**config.mk**
```make
export PLATFORM = sky130hd
export DESIGN_NAME = cpu_mem
export DESIGN_NICKNAME = d
export VERILOG_FILES = /design/src/rtl/cpu_mem_pkg.sv /design/src/rtl/cpu_mem_lane.sv /design/src/rtl/cpu_mem.sv
export SDC_FILE = /design/constraint.sdc
export NUM_CORES = 1
export LEC_CHECK = 0
export BUFFER_PORTS_ARGS = -buffer_cell sky130_fd_sc_hd__clkbuf_2
export CELL_PAD_IN_SITES_DETAIL_PLACEMENT = 0
export CELL_PAD_IN_SITES_GLOBAL_PLACEMENT = 1
export CORE_ASPECT_RATIO = 1.75
export CORE_UTILIZATION = 29
export CTS_BUF_LIST = sky130_fd_sc_hd__clkbuf_4 sky130_fd_sc_hd__clkbuf_8 sky130_fd_sc_hd__clkbuf_16
export CTS_CLUSTER_DIAMETER = 60
export DETAILED_ROUTE_END_ITERATION = 16
export PLACE_DENSITY = 0.8
export SYNTH_ARGS = -nofsm -noshare
export SYNTH_HDL_FRONTEND = slang
export SYNTH_SLANG_ARGS = --single-unit
```
**constraint.sdc**
```tcl
create_clock -name clk -period 2.6 [get_ports clk]
set_input_delay 0.65 -clock clk [delete_from_list [all_inputs] [get_ports clk]]
set_output_delay 0.65 -clock clk [all_outputs]
set_load 0.01 [all_outputs]
```
**src/rtl/cpu_mem_pkg.sv**
```systemverilog
// Shared control-bundle layout, size/source encodings and FSM states for the
// memory-access stage. The control bundle is a flat vector so it can ride the
// pipeline latches unchanged; field positions are named here.
package cpu_mem_pkg;

   localparam int CON_LSB = 0;
   localparam int CON_MSB = 6;

   typedef logic [CON_MSB:CON_LSB] con_t;

   // Bit positions inside the control bundle
   localparam int CON_MEM_READ          = 0;
   localparam int CON_MEM_WRITE         = 1;
   localparam int CON_MEM_SIZE_LSB      = 2;
   localparam int CON_MEM_SIZE_MSB      = 3;
   localparam int CON_MEM_SIGN          = 4;
   localparam int CON_REG_WRITE_SRC_LSB = 5;
   localparam int CON_REG_WRITE_SRC_MSB = 6;

   localparam logic [1:0] MEM_SIZE_B = 2'd0;
   localparam logic [1:0] MEM_SIZE_H = 2'd1;
   localparam logic [1:0] MEM_SIZE_W = 2'd2;

   localparam logic [1:0] REG_WRITE_SRC_ALU  = 2'd0;
   localparam logic [1:0] REG_WRITE_SRC_MEM  = 2'd1;
   localparam logic [1:0] REG_WRITE_SRC_LINK = 2'd2;

   localparam con_t CON_NOP = '0;

   typedef enum logic [1:0] {
      MEM_STATE_IDLE  = 2'd0,
      MEM_STATE_WAIT  = 2'd1,
      MEM_STATE_ABORT = 2'd2
   } mem_state_e;

   // Assemble a control bundle from its fields
   function automatic con_t mk_con(input logic rd, input logic wr,
                                   input logic [1:0] size, input logic sgn,
                                   input logic [1:0] src);
      con_t c;
      c = CON_NOP;
      c[CON_MEM_READ]  = rd;
      c[CON_MEM_WRITE] = wr;
      c[CON_MEM_SIZE_MSB:CON_MEM_SIZE_LSB] = size;
      c[CON_MEM_SIGN]  = sgn;
      c[CON_REG_WRITE_SRC_MSB:CON_REG_WRITE_SRC_LSB] = src;
      return c;
   endfunction

endpackage

```
**src/rtl/cpu_mem_lane.sv**
```systemverilog
// Byte-lane steering for data-memory accesses: store byte enables and
// replicated write data, load extraction with sign/zero extension, and the
// alignment check. Purely combinational.
module mem_lane_unit
   import cpu_mem_pkg::*;
(
   input  logic [1:0]  size_i,
   input  logic        sign_i,
   input  logic [1:0]  addr_lo_i,
   input  logic [31:0] st_data_i,
   input  logic [31:0] rdata_i,
   output logic [3:0]  be_o,
   output logic [31:0] wdata_o,
   output logic [31:0] load_o,
   output logic        aligned_o
);

   logic [7:0]  byte_v;
   logic [15:0] half_v;

   // Pick the addressed byte and half out of the read word
   always_comb begin
      byte_v = rdata_i[7:0];
      case (addr_lo_i)
         2'd0: byte_v = rdata_i[7:0];
         2'd1: byte_v = rdata_i[15:8];
         2'd2: byte_v = rdata_i[23:16];
         2'd3: byte_v = rdata_i[31:24];
         default: byte_v = rdata_i[7:0];
      endcase
      half_v = addr_lo_i[1] ? rdata_i[31:16] : rdata_i[15:0];
   end

   // Size-dependent enables, store replication, load extension and alignment
   always_comb begin
      be_o      = 4'b1111;
      wdata_o   = st_data_i;
      load_o    = rdata_i;
      aligned_o = (addr_lo_i == 2'b00);
      case (size_i)
         MEM_SIZE_B: begin
            be_o      = 4'b0001 << addr_lo_i;
            wdata_o   = {4{st_data_i[7:0]}};
            load_o    = sign_i ? {{24{byte_v[7]}}, byte_v} : {24'b0, byte_v};
            aligned_o = 1'b1;
         end
         MEM_SIZE_H: begin
            be_o      = addr_lo_i[1] ? 4'b1100 : 4'b0011;
            wdata_o   = {2{st_data_i[15:0]}};
            load_o    = sign_i ? {{16{half_v[15]}}, half_v} : {16'b0, half_v};
            aligned_o = ~addr_lo_i[0];
         end
         default: begin
            be_o      = 4'b1111;
            wdata_o   = st_data_i;
            load_o    = rdata_i;
            aligned_o = (addr_lo_i == 2'b00);
         end
      endcase
   end

endmodule

```
**src/rtl/cpu_mem.sv**
```systemverilog
// Memory-access pipeline stage: issues loads/stores on a req/ack port, stalls
// upstream while an access is outstanding, aborts after TIMEOUT wait cycles,
// and latches the selected write-back value (ALU, load data or link) for WB.
module cpu_mem
   import cpu_mem_pkg::*;
#(
   parameter int TIMEOUT = 16
)(
   input  logic                 clk,
   input  logic                 clr_n,
   input  logic [31:0]          current_pc_ex,
   input  logic [31:0]          ins_ex,
   input  logic [CON_MSB:CON_LSB] controls_ex,
   input  logic [31:0]          reg_read2_data_ex,
   input  logic [31:0]          alu_result,
   input  logic                 reg_write_en,
   input  logic [4:0]           reg_write_num,
   output logic                 dmem_req,
   output logic                 dmem_we,
   output logic [31:0]          dmem_addr,
   output logic [3:0]           dmem_be,
   output logic [31:0]          dmem_wdata,
   input  logic [31:0]          dmem_rdata,
   input  logic                 dmem_ack,
   output logic                 mem_stall,
   output logic [31:0]          current_pc_mem,
   output logic [31:0]          ins_mem,
   output logic [CON_MSB:CON_LSB] controls_mem,
   output logic [31:0]          reg_write_data_mem,
   output logic                 reg_write_en_mem,
   output logic [4:0]           reg_write_num_mem,
   output logic [4:0]           reg_write_num_realtime,
   output logic [31:0]          reg_write_data_realtime,
   output logic                 mem_align_err,
   output logic                 mem_bus_err
);

   localparam logic [7:0] TMO_LAST = 8'(TIMEOUT - 1);

   mem_state_e  state_q, state_d;
   logic [7:0]  cnt_q, cnt_d;

   logic        mem_rd, mem_wr, mem_op, mem_sign, aligned;
   logic [1:0]  mem_size, wb_src;
   logic [3:0]  lane_be;
   logic [31:0] lane_wdata, load_val, wb_val;
   logic        issue, misalign, bubble_sel;

   assign mem_rd   = controls_ex[CON_MEM_READ];
   assign mem_wr   = controls_ex[CON_MEM_WRITE];
   assign mem_op   = mem_rd | mem_wr;
   assign mem_sign = controls_ex[CON_MEM_SIGN];
   assign mem_size = controls_ex[CON_MEM_SIZE_MSB:CON_MEM_SIZE_LSB];
   assign wb_src   = controls_ex[CON_REG_WRITE_SRC_MSB:CON_REG_WRITE_SRC_LSB];

   mem_lane_unit u_lane (
      .size_i    (mem_size),
      .sign_i    (mem_sign),
      .addr_lo_i (alu_result[1:0]),
      .st_data_i (reg_read2_data_ex),
      .rdata_i   (dmem_rdata),
      .be_o      (lane_be),
      .wdata_o   (lane_wdata),
      .load_o    (load_val),
      .aligned_o (aligned)
   );

   // A new access may only start from IDLE; reset kills the request at once
   assign issue    = clr_n & (state_q == MEM_STATE_IDLE) & mem_op & aligned;
   assign misalign = (state_q == MEM_STATE_IDLE) & mem_op & ~aligned;

   // FSM state and wait counter registers
   always_ff @(posedge clk or negedge clr_n) begin
      if (!clr_n) begin
         state_q <= MEM_STATE_IDLE;
         cnt_q   <= '0;
      end else begin
         state_q <= state_d;
         cnt_q   <= cnt_d;
      end
   end

   // Next state: ack beats timeout when both land in the same cycle
   always_comb begin
      state_d = state_q;
      cnt_d   = '0;
      case (state_q)
         MEM_STATE_IDLE: begin
            if (issue && !dmem_ack) state_d = MEM_STATE_WAIT;
         end
         MEM_STATE_WAIT: begin
            if (dmem_ack)                state_d = MEM_STATE_IDLE;
            else if (cnt_q == TMO_LAST)  state_d = MEM_STATE_ABORT;
            else                         cnt_d   = cnt_q + 8'd1;
         end
         MEM_STATE_ABORT: state_d = MEM_STATE_IDLE;
         default:         state_d = MEM_STATE_IDLE;
      endcase
   end

   // FSM outputs: request level and upstream stall
   always_comb begin
      dmem_req  = 1'b0;
      mem_stall = 1'b0;
      case (state_q)
         MEM_STATE_IDLE: begin
            dmem_req  = issue;
            mem_stall = issue & ~dmem_ack;
         end
         MEM_STATE_WAIT: begin
            dmem_req  = clr_n;
            mem_stall = clr_n & ~dmem_ack;
         end
         MEM_STATE_ABORT: mem_stall = clr_n;
         default: ;
      endcase
   end

   assign dmem_we    = dmem_req & mem_wr;
   assign dmem_addr  = {alu_result[31:2], 2'b00};
   assign dmem_be    = dmem_req ? lane_be : 4'b0000;
   assign dmem_wdata = lane_wdata;

   // Write-back value selection; zero when nothing is written
   always_comb begin
      wb_val = alu_result;
      case (wb_src)
         REG_WRITE_SRC_ALU:  wb_val = alu_result;
         REG_WRITE_SRC_MEM:  wb_val = load_val;
         REG_WRITE_SRC_LINK: wb_val = current_pc_ex + 32'd4;
         default:            wb_val = alu_result;
      endcase
      if (!reg_write_en) wb_val = '0;
   end

   // Stalled or misaligned instructions must not be forwarded or written back
   assign bubble_sel              = mem_stall | misalign;
   assign reg_write_data_realtime = wb_val;
   assign reg_write_num_realtime  = (bubble_sel || !reg_write_en) ? 5'd0 : reg_write_num;

   // WB pipeline latch: real instruction or bubble
   always_ff @(posedge clk or negedge clr_n) begin
      if (!clr_n) begin
         current_pc_mem     <= '0;
         ins_mem            <= '0;
         controls_mem       <= CON_NOP;
         reg_write_data_mem <= '0;
         reg_write_en_mem   <= 1'b0;
         reg_write_num_mem  <= '0;
      end else if (bubble_sel) begin
         current_pc_mem     <= '0;
         ins_mem            <= '0;
         controls_mem       <= CON_NOP;
         reg_write_data_mem <= '0;
         reg_write_en_mem   <= 1'b0;
         reg_write_num_mem  <= '0;
      end else begin
         current_pc_mem     <= current_pc_ex;
         ins_mem            <= ins_ex;
         controls_mem       <= controls_ex;
         reg_write_data_mem <= wb_val;
         reg_write_en_mem   <= reg_write_en;
         reg_write_num_mem  <= reg_write_en ? reg_write_num : 5'd0;
      end
   end

   // Sticky error flags
   always_ff @(posedge clk or negedge clr_n) begin
      if (!clr_n) begin
         mem_align_err <= 1'b0;
         mem_bus_err   <= 1'b0;
      end else begin
         if (misalign)                    mem_align_err <= 1'b1;
         if (state_q == MEM_STATE_ABORT)  mem_bus_err   <= 1'b1;
      end
   end

endmodule

```
Yosys cells after proc, flatten, opt, wreduce, memory -nomap -nowiden. Index checks and enable logic that the tools add are counted.

$add $sub $neg: 2. Equal/unequal tests: 11. Shift-type cells: 1. Mux-type cells: 29. Bitwise gates (word level): 13. Reductions and logical operators: 8.

Operator list (count): 32-bit 2-to-1 mux (6); 32-bit case mux with 2 select lines (3); 32-bit by 3-bit adder with 32-bit output, second input constant (1); 8-bit case mux with 4 select lines (1); 8-bit 2-to-1 mux (3); 16-bit 2-to-1 mux (1); 5-bit 2-to-1 mux (3); 8-bit by 1-bit adder with 8-bit output, second input constant (1); 1-bit bitwise AND (8); 2-bit by 1-bit equality test with 1-bit output, second input constant (4); 2-bit equality test, second input constant (4); 8-bit by 4-bit equality test with 1-bit output, second input constant (1); 4-bit 2-to-1 mux (2); 4-bit case mux with 2 select lines (1); 7-bit 2-to-1 mux (1); 2-bit logical NOT (3); 2-bit 2-to-1 mux (3); 1-bit case mux with 2 select lines (2); 2-bit case mux with 2 select lines (1); 1-bit by 2-bit left shift with 4-bit output, first input constant (1); 3-bit inequality test, second input constant (1); 1-bit NOT (3); 1-bit case mux with 3 select lines (1); 1-bit logical NOT (2); 6 further kinds (7).

Register bits after elaboration: 121. Bits of input ports: 176. Output and inout port bits: 219. Word-level logic and storage cells: 74.

Longest topological paths before layout. Gate-level depths: netlist of the first run.

Word-level depth: 9. Depth in mapped cells: 9. Gate-level depth less buffers: 7.

Hierarchy. From an unflattened synthesis of the first run, not the netlist that was laid out.

Cell total of the unflattened synthesis: 831. Area, all modules: 7449.6 um2.

By module, submodules not included: cpu_mem (times used 1, cells each 629, area each 6030.8 um2, sequential area each 3027.9 um2); mem_lane_unit (times used 1, cells each 202, area each 1418.9 um2, sequential area each 0.0 um2).

Worst setup path after synthesis of the first run. Ideal clock, no wire load.

Kind: input -> output. From: input port controls_ex[5] (netlist bit). To: output port reg_write_data_realtime[7]. Arrival time: 2.043 ns. Data required time: 1.950 ns. Setup slack: -0.093 ns. Cell stages on the path: 7. Path buffers: 2. Cells stage by stage: inv_1 -> ha_1 -> clkbuf_1 -> buf_2 -> nor2_1 -> a221oi_1 -> nor2_1.

Cells in the longest elaborated chain, start to end: 3. Elaborated cells on any way between the ends: 4. Those cells by class: 2 x eq/ne; 2 x mux.

Ends and longest elaborated chain: start, declared (RTL line cpu_mem.sv:13) `input logic [CON_MSB:CON_LSB] controls_ex,`; 2-bit equality test or 2-bit by 1-bit equality test with 1-bit output (tied branches) (RTL line cpu_mem.sv:127) `case (wb_src)`; 32-bit case mux with 2 select lines * (RTL line cpu_mem.sv:127); 32-bit 2-to-1 mux * (RTL line cpu_mem.sv:133) `if (!reg_write_en) wb_val = '0;`; end, declared (RTL line cpu_mem.sv:33) `output logic [31:0] reg_write_data_realtime,`.

Every way passes the cells marked *; elsewhere a longest branch is shown, timed or not.

Worst setup path after layout of the first run.
From: input port alu_result[1]. To: output port reg_write_data_realtime[8].

Cells in the longest elaborated chain, start to end: 6. Elaborated cells on any way between the ends: 11. Those cells by class: 3 x eq/ne; 7 x mux; 1 x reduce/logical.

Ends and longest elaborated chain: start, declared (RTL line cpu_mem.sv:15) `input logic [31:0] alu_result,`; 2-bit equality test, or another cell as far along (RTL line cpu_mem_lane.sv:24) `case (addr_lo_i)`; 8-bit case mux with 4 select lines (RTL line cpu_mem_lane.sv:24); 32-bit 2-to-1 mux (RTL line cpu_mem_lane.sv:44) `load_o = sign_i ? {{24{byte_v[7]}}, byte_v} : {24'b0, byte_v};`; 32-bit case mux with 2 select lines * (RTL line cpu_mem_lane.sv:40) `case (size_i)`; 32-bit case mux with 2 select lines * (RTL line cpu_mem.sv:127); 32-bit 2-to-1 mux * (RTL line cpu_mem.sv:133).

Marks and branches as above.

==> flow_summary.ini, run 1 <==
[run_status]
status = finished, violations left
violations = negative setup slack

[synth]
synth.top_cell.area_share_pct = 42.2
ys_seq_elements = 121
synth_top_cell_by_area = dfrtp_1
synth_flop_cell = dfrtp_1
synth.most_common_cell = dfrtp_1
seq_area_frac_synth_pct = 42.2
synth.distinct_cells = 78
synth_area_per_cell_um2 = 9.55
synth_area_leaders = dfrtp_1 (42%), and2_1 (7.1%), buf_4 (4.7%)
yosys-top-cells-count = dfrtp_1 (121), and2_1 (82), nor2_1 (71), nand2_1 (49), buf_4 (45)
synth_cells = 752
netlist_area_um2 = 7180
yosysWarnings = 0
synth-edff-count = 0
async_flop_share_pct = 100

[finish]
drive_gt1_share_pct = 61.6
area_growth_pct = 76.4
layout.nets = 1476
antenna_cells = 0
multiInputGateArea_um2 = 4550
fillerInstances = 2189
register_area_um2 = 3030

[placed_design]
place_hpwl_um = 26400
gp_congestion = 0.967
io_buffers = 392
pre_cts_ws_ns = -0.570

[timing]
finClkSkew_ns = 0.00529
finalSetupViolations = 41
hold_ws_ns = 0.222
post-route-min-period_ns = 2.95
slew_headroom_pct = 57.6
rsz0062_at_grt = yes
fin_ws_ns = -0.354
hold_violations = 0
max_freq_mhz = 339
slew_viol_final = 0
worst_pin_slew_ns = 0.636
period_share_pct = 114

[floorplan]
die_y_um = 210
core_um2 = 24100
die_area_um2 = 25400
initial_core_util_pct = 29.8
dieWidth_um = 121
fp-row-count = 75
io_pins = 395

[drt]
firstDrtPassIters = 5
num_vias = 8003
drc = 0
wirelength_um = 33400
ant_nets = 0
via_per_inst = 4.95
routedWlPerCell_um = 20.7
drt_iter0_drc = 438

[critical_path]
crit_chain = clkbuf_16 > mux2_4 > a32oi_4 > buf_4 > buf_6 > nand3_4 > a221oi_4 > nor2_1 > clkbuf_2
reg2reg_to = reg_write_data_mem[19]
crit_path_max_incr_delay_ns = 0.32
r2r_start = state_q[0]
end_kind = primary output
cp_slowest_cell = a32oi_4
critical_path_arrival_ns = 2.30
ff2ff_setup_slack_ns = 0.70
critPathLaunchType = input port
crit_fanout = 5
cp.required_ns = 1.95
reg2reg_depth = 5
worstSetupPathType = in2out

[grt]
grt_pass1_wl_um = 48600
grt_pass1_vias = 8246
grt_use_total_pct = 26.2
grt_overflow_total = 0
grt_max_degree = 65
antenna_found_initial = 0

[pwr]
internal_power_uw = 4370
p_leak_uw = 0.00635
ir_drop_mv = 0.466
p_sw_uw = 2120
pwr-share-clk_pct = 36.3
p_seq_share_pct = 32.4
cellPowerDensity_nw_per_um2 = 512
p_comb_share_pct = 31.3
power_switching_share_pct = 32.6

[clock_network]
holdBufCountCts = 0
cts_tree = done
numClockSinks = 121
clk_pin_slew_worst_paths_ns = 0.06
insertion_delay_ns = 0.44
cts_buffers = 17
h-tree-depth = 4
clock_path_buffers = 2
cts_root_buf = clkbuf_16

[run]
maxCapViolations = 0

[worst_hold_path]
min_path_type = in2async
==> metrics by stage <==
step | util (%) | power, uW | cell area, um2 | TNS [ns] | std cells
global placement | 42.8 | 3790 | 10300 | -14.31 | 1534
floorplan | - | 2880 | 7190 | 0 | 753
global route | 52.5 | 6760 | 12700 | -8.44 | 1617
finish | 52.5 | 6490 | 12700 | -6.50 | 1617
CTS | 50.4 | 6440 | 12200 | -5.95 | 1602
detailed placement | 42.8 | 3810 | 10300 | -15.82 | 1534
==> per-layer routing <==
layer | routed length [um] | vias up | GRT usage [%]
met4 | 1580 | 0 | 14.5
li1 | - | 3714 | -
met3 | 1730 | 71 | 5.74
met2 | 17500 | 321 | 46.3
met1 | 12600 | 3897 | 28.5
met5 | 0 | - | 0
==> state kept, by name, indices dropped and copies added, names as in the netlist <==
name	flops
mem_bus_err	1
cnt_q	8
reg_write_en_mem	1
ins_mem	32
reg_write_num_mem	5
reg_write_data_mem	32
mem_align_err	1
state_q	2
controls_mem	7
current_pc_mem	32
==> worst max path at each step <==
stage / start / end / slack, ns / depth (start not counted)
final: alu_result[1] / reg_write_data_realtime[8] / -0.35 / 9
after global placement: controls_ex[6] / reg_write_data_realtime[29] / -0.57 / 10
after floorplan: alu_result[1] / reg_write_data_realtime[11] / 0.0003 / 6
after detailed placement: controls_ex[6] / reg_write_data_realtime[29] / -0.57 / 9
after global routing: alu_result[1] / reg_write_data_realtime[8] / -0.38 / 9
after CTS: alu_result[1] / reg_write_data_realtime[9] / -0.30 / 8
==> placed cells by master, fill, tap and decap left out, drive strengths merged, types with 14 or more instances in the layout <==
cell type / count
a21oi: 17
a31oi: 15
and2: 83
and3: 20
buf: 252
clkbuf: 369
dfrtp: 121
inv: 19
mux2: 18
mux2i: 18
nand2: 49
nand2b: 19
nand3: 31
nor2: 71
nor3: 15
o21ai: 38
xnor2: 14
==> logic make-up after synthesis <==
logic type,Yosys count,share of synthesized area [%]
simple gates,333,27.2
other cells,1,0.0522
mux,36,5.44
compound gates,143,14.7
buf+inv,96,7.60
xor+xnor,18,2.20
fa+ha+maj,4,0.697
flops,121,42.2
==> critical path, delay by kind of cell <==
kind                   cells  cell delay (ns)
AO/OA/AOI/OAI              2             0.60
buffers and inverters      4             0.56
multiplexers               1             0.31
AND/OR/NAND/NOR            2             0.16
==> power by group through the flow <==
stage | clock network [uW] | registers, uW | logic (uW)
after global routing | 2480 | 2120 | 2160
final | 2360 | 2100 | 2030
after detailed placement | 0 | 2140 | 1670
after CTS | 2420 | 2100 | 1920
after floorplan | 0 | 2230 | 655
after global placement | 0 | 2130 | 1660
==> final cells by class <==
class | instances | area share, %
Sequential cell | 121 | 23.9
Inverter | 18 | 0.701
Multi-Input combinational cell | 536 | 35.9
Tap cell | 308 | 3.04
Clock buffer | 19 | 3.53
Clock inverter | 13 | 1.07
Timing Repair Buffer | 602 | 31.8
==> repair_timing <==
action                     in CTS  in global routing
gates resized for setup       188                121
setup endpoints to repair      51                 44
cloned                          0                  1
setup buffers                  37                 17
pin swaps                      67                 52
(Power assumes the default switching activity.)
==> inputs of run 2 (changes only) <==
- ABC_AREA: unset -> 1
- CORE_UTILIZATION: 29 -> 27
- GPL_TIMING_DRIVEN: unset -> 0
- PLACE_DENSITY: 0.8 -> 0.79
- TNS_END_PERCENT: unset -> 100
==> run 2 against run 1 <==
  * Combinational power decreased by 4%
  * Register-to-register slack got worse by 0.28 ns
  * The flow still finishes with violations (negative setup slack)
  * Setup slack gained 0.26 ns
  * Largest power group unchanged
  * Global-route usage decreased by 1.4 points
  * Critical path type unchanged
  * Design area down 2.1%
==> flow_summary.ini, run 2 <==
[timing]
finClkSkew_ns = 0.0108
hold_violations = 0
max_freq_mhz = 371
tns_ns = -0.309
post-route-min-period_ns = 2.70
finalSetupViolations = 7
slew_viol_final = 0
worst_pin_slew_ns = 0.836
fin_ws_ns = -0.0952
rsz0062_at_grt = yes
slew_headroom_pct = 44.3
period_share_pct = 104

[synth]
netlist_area_um2 = 7290
synth_area_leaders = dfrtp_1 (42%), nand2_1 (12%), inv_1 (9.0%)
synth.most_common_cell = nand2_1
yosysWarnings = 0
synth-edff-count = 0
yosys-top-cells-count = nand2_1 (240), inv_1 (174), nor2_1 (153), dfrtp_1 (121), nand3_1 (71)
synth_area_per_cell_um2 = 7.00
async_flop_share_pct = 100
synth_top_cell_by_area = dfrtp_1
synth_flop_cell = dfrtp_1
ys_seq_elements = 121
synth_cells = 1042
seq_area_frac_synth_pct = 41.5
synth.top_cell.area_share_pct = 41.5
synth.distinct_cells = 32

[floorplan]
initial_core_util_pct = 27.4
die_area_um2 = 27700
io_pins = 395
fp-row-count = 79
dieWidth_um = 126
core_um2 = 26600
die_y_um = 219

[critical_path]
ff2ff_setup_slack_ns = 0.42
worstSetupPathType = in2out
cp.required_ns = 1.95
critical_path_arrival_ns = 2.05
crit_fanout = 3
end_kind = primary output
critPathLaunchType = input port

[clock_network]
cts_root_buf = clkbuf_16
cts_buffers = 17
insertion_delay_ns = 0.44
clock_path_buffers = 2
clk_pin_slew_worst_paths_ns = 0.06
h-tree-depth = 4
numClockSinks = 121
cts_tree = done
holdBufCountCts = 0

[grt]
grt_max_degree = 47
grt_pass1_wl_um = 49500
antenna_found_initial = 1
grt_overflow_total = 0
grt_use_total_pct = 24.8
grt_pass1_vias = 8478

[run]
maxCapViolations = 0

[pwr]
cellPowerDensity_nw_per_um2 = 523
power_switching_share_pct = 33.1
p_seq_share_pct = 32.2
p_sw_uw = 2150
internal_power_uw = 4350
p_comb_share_pct = 30.1
ir_drop_mv = 0.463
pwr-share-clk_pct = 37.7
p_leak_uw = 0.00682
total_power_uw = 6490

[finish]
register_area_um2 = 3030
fin_cells = 1852
final_common_cell = clkbuf_2
multiInputGateArea_um2 = 4190
layout_common_cells = clkbuf_2 (349), nand2_1 (169), inv_1 (143)
fillerInstances = 2692
fin_util_pct = 46.7
reg_top3 = current_pc_mem: 32 flops, ins_mem: 32 flops, reg_write_data_mem: 32 flops
layout.nets = 1695
drive_gt1_share_pct = 56.4
area_growth_pct = 70.2

[run_status]
status = finished, violations left
violations = negative setup slack

[drt]
num_vias = 8602
wirelength_um = 34800
via_per_inst = 4.64
wl_met2_um = 19200
drc = 0
wl_met3_um = 1840
top_layer_used = met4
routedWlPerCell_um = 18.8
wl_met1_um = 11500
drt_iter0_drc = 383
ant_nets = 0
firstDrtPassIters = 7

[placed_design]
dp_cells = 1760
io_buffers = 392
place_hpwl_um = 27500
gp_congestion = 0.946

[worst_hold_path]
min_path_type = in2async
[run 2: repair_timing]
item                       CTS  global route
gates resized for setup    218           273
gates cloned                 5             0
setup endpoints to repair   74            46
buffers inserted            24            33
pin swaps                   34            66
[run 2: critical path: stages]
cell and delay (ns):
clkbuf_16 0.13, ha_4 0.16, nand2_4 0.10, nor2_4 0.05, buf_4 0.13, nand2_2 0.08, o21ai_1 0.08, o21ai_2 0.26
inv_1 0.10, nand2_2 0.09, nand2_2 0.06, inv_1 0.06, buf_6 0.10
[run 2: logic make-up (layout without fill, tap and decap cells)]
| logic type | Yosys count | in the layout | synth area share (%) |
|---|---|---|---|
| other | 1 | 3 | 0.0514 |
| and+or+nand+nor | 554 | 554 | 32.9 |
| adders and majority gates | 4 | 4 | 0.686 |
| DFF | 121 | 121 | 41.5 |
| buffers and inverters | 253 | 737 | 16.0 |
| AOI/OAI and AO/OA | 109 | 109 | 8.86 |
[run 2: worst paths after layout]
| kind | start | to | cells past startpoint |
|---|---|---|---|
| setup / recovery | current_pc_ex[3] | reg_write_data_realtime[10] | 13 |
| min in group clk | ins_ex[1] | ins_mem[1] | 3 |
| hold / removal | clr_n | controls_mem[2] | 1 |
| setup reg to reg | state_q[0] | controls_mem[2] | 8 |
| max in group asynchronous | clr_n | ins_mem[23] | 2 |
| hold reg to reg | cnt_q[0] | cnt_q[0] | 1 |
[run 2: layout make-up]
type | instances | area share, %
Buffer | 74 | 5.03
Tap cell | 324 | 3.27
Antenna cell | 1 | 0.0202
Sequential cell | 121 | 24.4
Multi-Input combinational cell | 669 | 33.8
Clock buffer | 17 | 3.43
Clock inverter | 14 | 1.38
Timing Repair Buffer | 455 | 22.9
Inverter | 177 | 5.76
[run 2: power by group through the flow]
stage | Clock [uW] | Sequential (uW) | Combinational [uW]
2_1_floorplan | 0 | 2210 | 679
3_3_place_gp | 0 | 2120 | 1540
3_5_place_dp | 0 | 2120 | 1550
4_1_cts | 2500 | 2090 | 1770
5_1_grt | 2580 | 2100 | 2110
6_report | 2450 | 2090 | 1950
[run 2: layer usage]
metal  up-vias  track usage, %
met5         -               0
met4         0            15.7
met3       101            5.05
met2       397            48.2
met1      4000            23.2
li1       4104               -
[run 2: per-stage QoR]
| step | hold WS [ns] | instance area [um2] | setup slack, ns |
|---|---|---|---|
| 6_report | 0.0523 | 12400 | -0.0952 |
| 4_1_cts | 0.0366 | 11300 | -0.0716 |
| 3_3_place_gp | 0.453 | 9660 | -3.04 |
| 2_1_floorplan | 0.354 | 7290 | 0.192 |
| 5_1_grt | 0.0448 | 12400 | -0.164 |
| 3_5_place_dp | 0.458 | 9700 | -1.07 |
==> inputs of run 3 (changes only) <==
- ABC_AREA: 1 -> unset
- CORE_UTILIZATION: 27 -> 29
- PLACE_DENSITY: 0.79 -> 0.8
==> run 3 against run 2 <==
  * The flow still finishes with violations (negative setup slack)
  * Sequential power about the same
  * Design area rose by 0.45%
  * Count of clock-buffer cells in the layout up 1
  * Global-route usage up 2.4 points
  * Critical path depth is 4 lower
  * Critical path type unchanged
  * Via count shrank 6.8%
  * Total power down 0.28%
  * First-iteration DRC count grew 53%
  * Critical endpoint is now reg_write_data_realtime[30]
  * Routed wire length rose by 1.3%
==> flow_summary.ini, run 3 (synthesis results as in run 1) <==
[clock_network]
cts_tree = done
cts_root_buf = clkbuf_16
h-tree-depth = 4
numClockSinks = 121
insertion_delay_ns = 0.44
clk_pin_slew_worst_paths_ns = 0.06
cts_buffers = 17
clock_path_buffers = 2
holdBufCountCts = 0

[pwr]
p_leak_uw = 0.00622
cellPowerDensity_nw_per_um2 = 520
ir_drop_mv = 0.438
total_power_uw = 6470

[floorplan]
initial_core_util_pct = 29.8
die_area_um2 = 25400
die_y_um = 210
fp-row-count = 75
core_um2 = 24100
dieWidth_um = 121
io_pins = 395

[finish]
fin_util_pct = 51.7
layout_common_cells = clkbuf_2 (335), dfrtp_1 (120), buf_4 (117)
fillerInstances = 2226
drive_gt1_share_pct = 58.9
reg_top3 = current_pc_mem: 32 flops, ins_mem: 32 flops, reg_write_data_mem: 32 flops
layout.nets = 1436
design_area_um2 = 12500
area_growth_pct = 73.5
final_common_cell = clkbuf_2

[timing]
period_share_pct = 111
post-route-min-period_ns = 2.89
slew_viol_final = 0
hold_violations = 0
hold_ws_ns = 0.0316
worst_pin_slew_ns = 0.867
slew_headroom_pct = 42.2
rsz0062_at_grt = yes
max_freq_mhz = 346
finalSetupViolations = 42
finClkSkew_ns = 0.00703
fin_ws_ns = -0.293

[placed_design]
pre_cts_ws_ns = -1.01
io_buffers = 390
place_hpwl_um = 26100
dpl_cell_area_um2 = 9560
gp_congestion = 0.957

[critical_path]
worstSetupPathType = in2out
cp_slowest_cell = a221oi_4
end_kind = primary output
crit_fanout = 5
crit_chain = clkbuf_16 > buf_8 > nor2_4 > o32a_1 > buf_6 > nand3_4 > a221oi_4 > nor2_1 > buf_2
crit_path_max_incr_delay_ns = 0.34
critical_path_arrival_ns = 2.24
crit_family = compound AO/OA/AOI/OAI gates
critPathLaunchType = input port
cp_num_buf_inv = 4
cp.required_ns = 1.95

[drt]
wirelength_um = 35300
drt_iter0_drc = 586
num_vias = 8019
routedWlPerCell_um = 22.4
via_per_inst = 5.08
firstDrtPassIters = 7
drc = 0
ant_nets = 0

[run_status]
violations = negative setup slack
status = finished, violations left

[grt]
grt_use_total_pct = 27.2
grt_pass1_vias = 7778
grt_overflow_total = 0
grt_max_degree = 43
antenna_found_initial = 1
grt_pass1_wl_um = 49400

[worst_hold_path]
min_path_type = in2async

[run]
maxCapViolations = 0
==> run 3: through the flow <==
step           cells  setup TNS, ns
5_1_grt         1578          -9.16
2_1_floorplan    753              0
6_report        1578          -7.06
3_3_place_gp    1451        -401.37
4_1_cts         1539          -6.08
3_5_place_dp    1452         -68.71
==> run 3: layout make-up <==
cell class | count | area [um2] | area share [%]
Buffer | 76 | 669 | 5.37
Inverter | 18 | 105 | 0.843
Clock inverter | 14 | 139 | 1.11
Multi-Input combinational cell | 537 | 4480 | 35.9
Clock buffer | 18 | 433 | 3.47
Tap cell | 308 | 385 | 3.09
Sequential cell | 121 | 3030 | 24.3
Timing Repair Buffer | 485 | 3220 | 25.8
Antenna cell | 1 | 2.50 | 0.0201
==> run 3: timing repair <==
item / in CTS / in global routing
cloned: 8 / 1
gates resized for setup: 227 / 110
pin swaps: 67 / 59
endpoints found under the setup margin: 59 / 44
setup buffers: 48 / 38
endpoints found under the hold margin: 0 / 0
==> run 3: per-layer routing <==
metal | vias up | part of all wire, % | GRT usage, %
met5 | - | 0 | 0
met4 | 0 | 5.3 | 15.6
met3 | 91 | 5.4 | 4.92
met2 | 373 | 52 | 47.4
met1 | 3917 | 37 | 30.7
li1 | 3638 | - | -
==> run 3: path summary, 6_finish.rpt <==
| path | startpoint | slack [ns] | to | cells after the start |
|---|---|---|---|---|
| setup / recovery | alu_result[0] | -0.29 | reg_write_data_realtime[30] | 9 |
| min in group clk | ins_ex[15] | 0.41 | ins_mem[15] | 2 |
| setup reg to reg | state_q[1] | 0.48 | controls_mem[4] | 6 |
| hold / removal | clr_n | 0.03 | current_pc_mem[24] | 1 |
| max in group asynchronous | clr_n | 1.76 | current_pc_mem[6] | 3 |
| hold reg to reg | cnt_q[0] | 0.46 | cnt_q[0] | 1 |
==> run 3: power by group <==
| group | switching (uW) | internal [uW] |
|---|---|---|
| registers | 49.2 | 2050 |
| clock network | 991 | 1350 |
| logic | 1110 | 926 |
| total | 2150 | 4330 |
==> run 3: worst register-to-register path: stages (launching register included) <==
cell      delay (ns)
dfrtp_1         0.42
buf_4           0.17
and2_1          0.16
nand2b_1        0.18
o221ai_2        0.57
clkbuf_1        0.36
and2_1          0.18
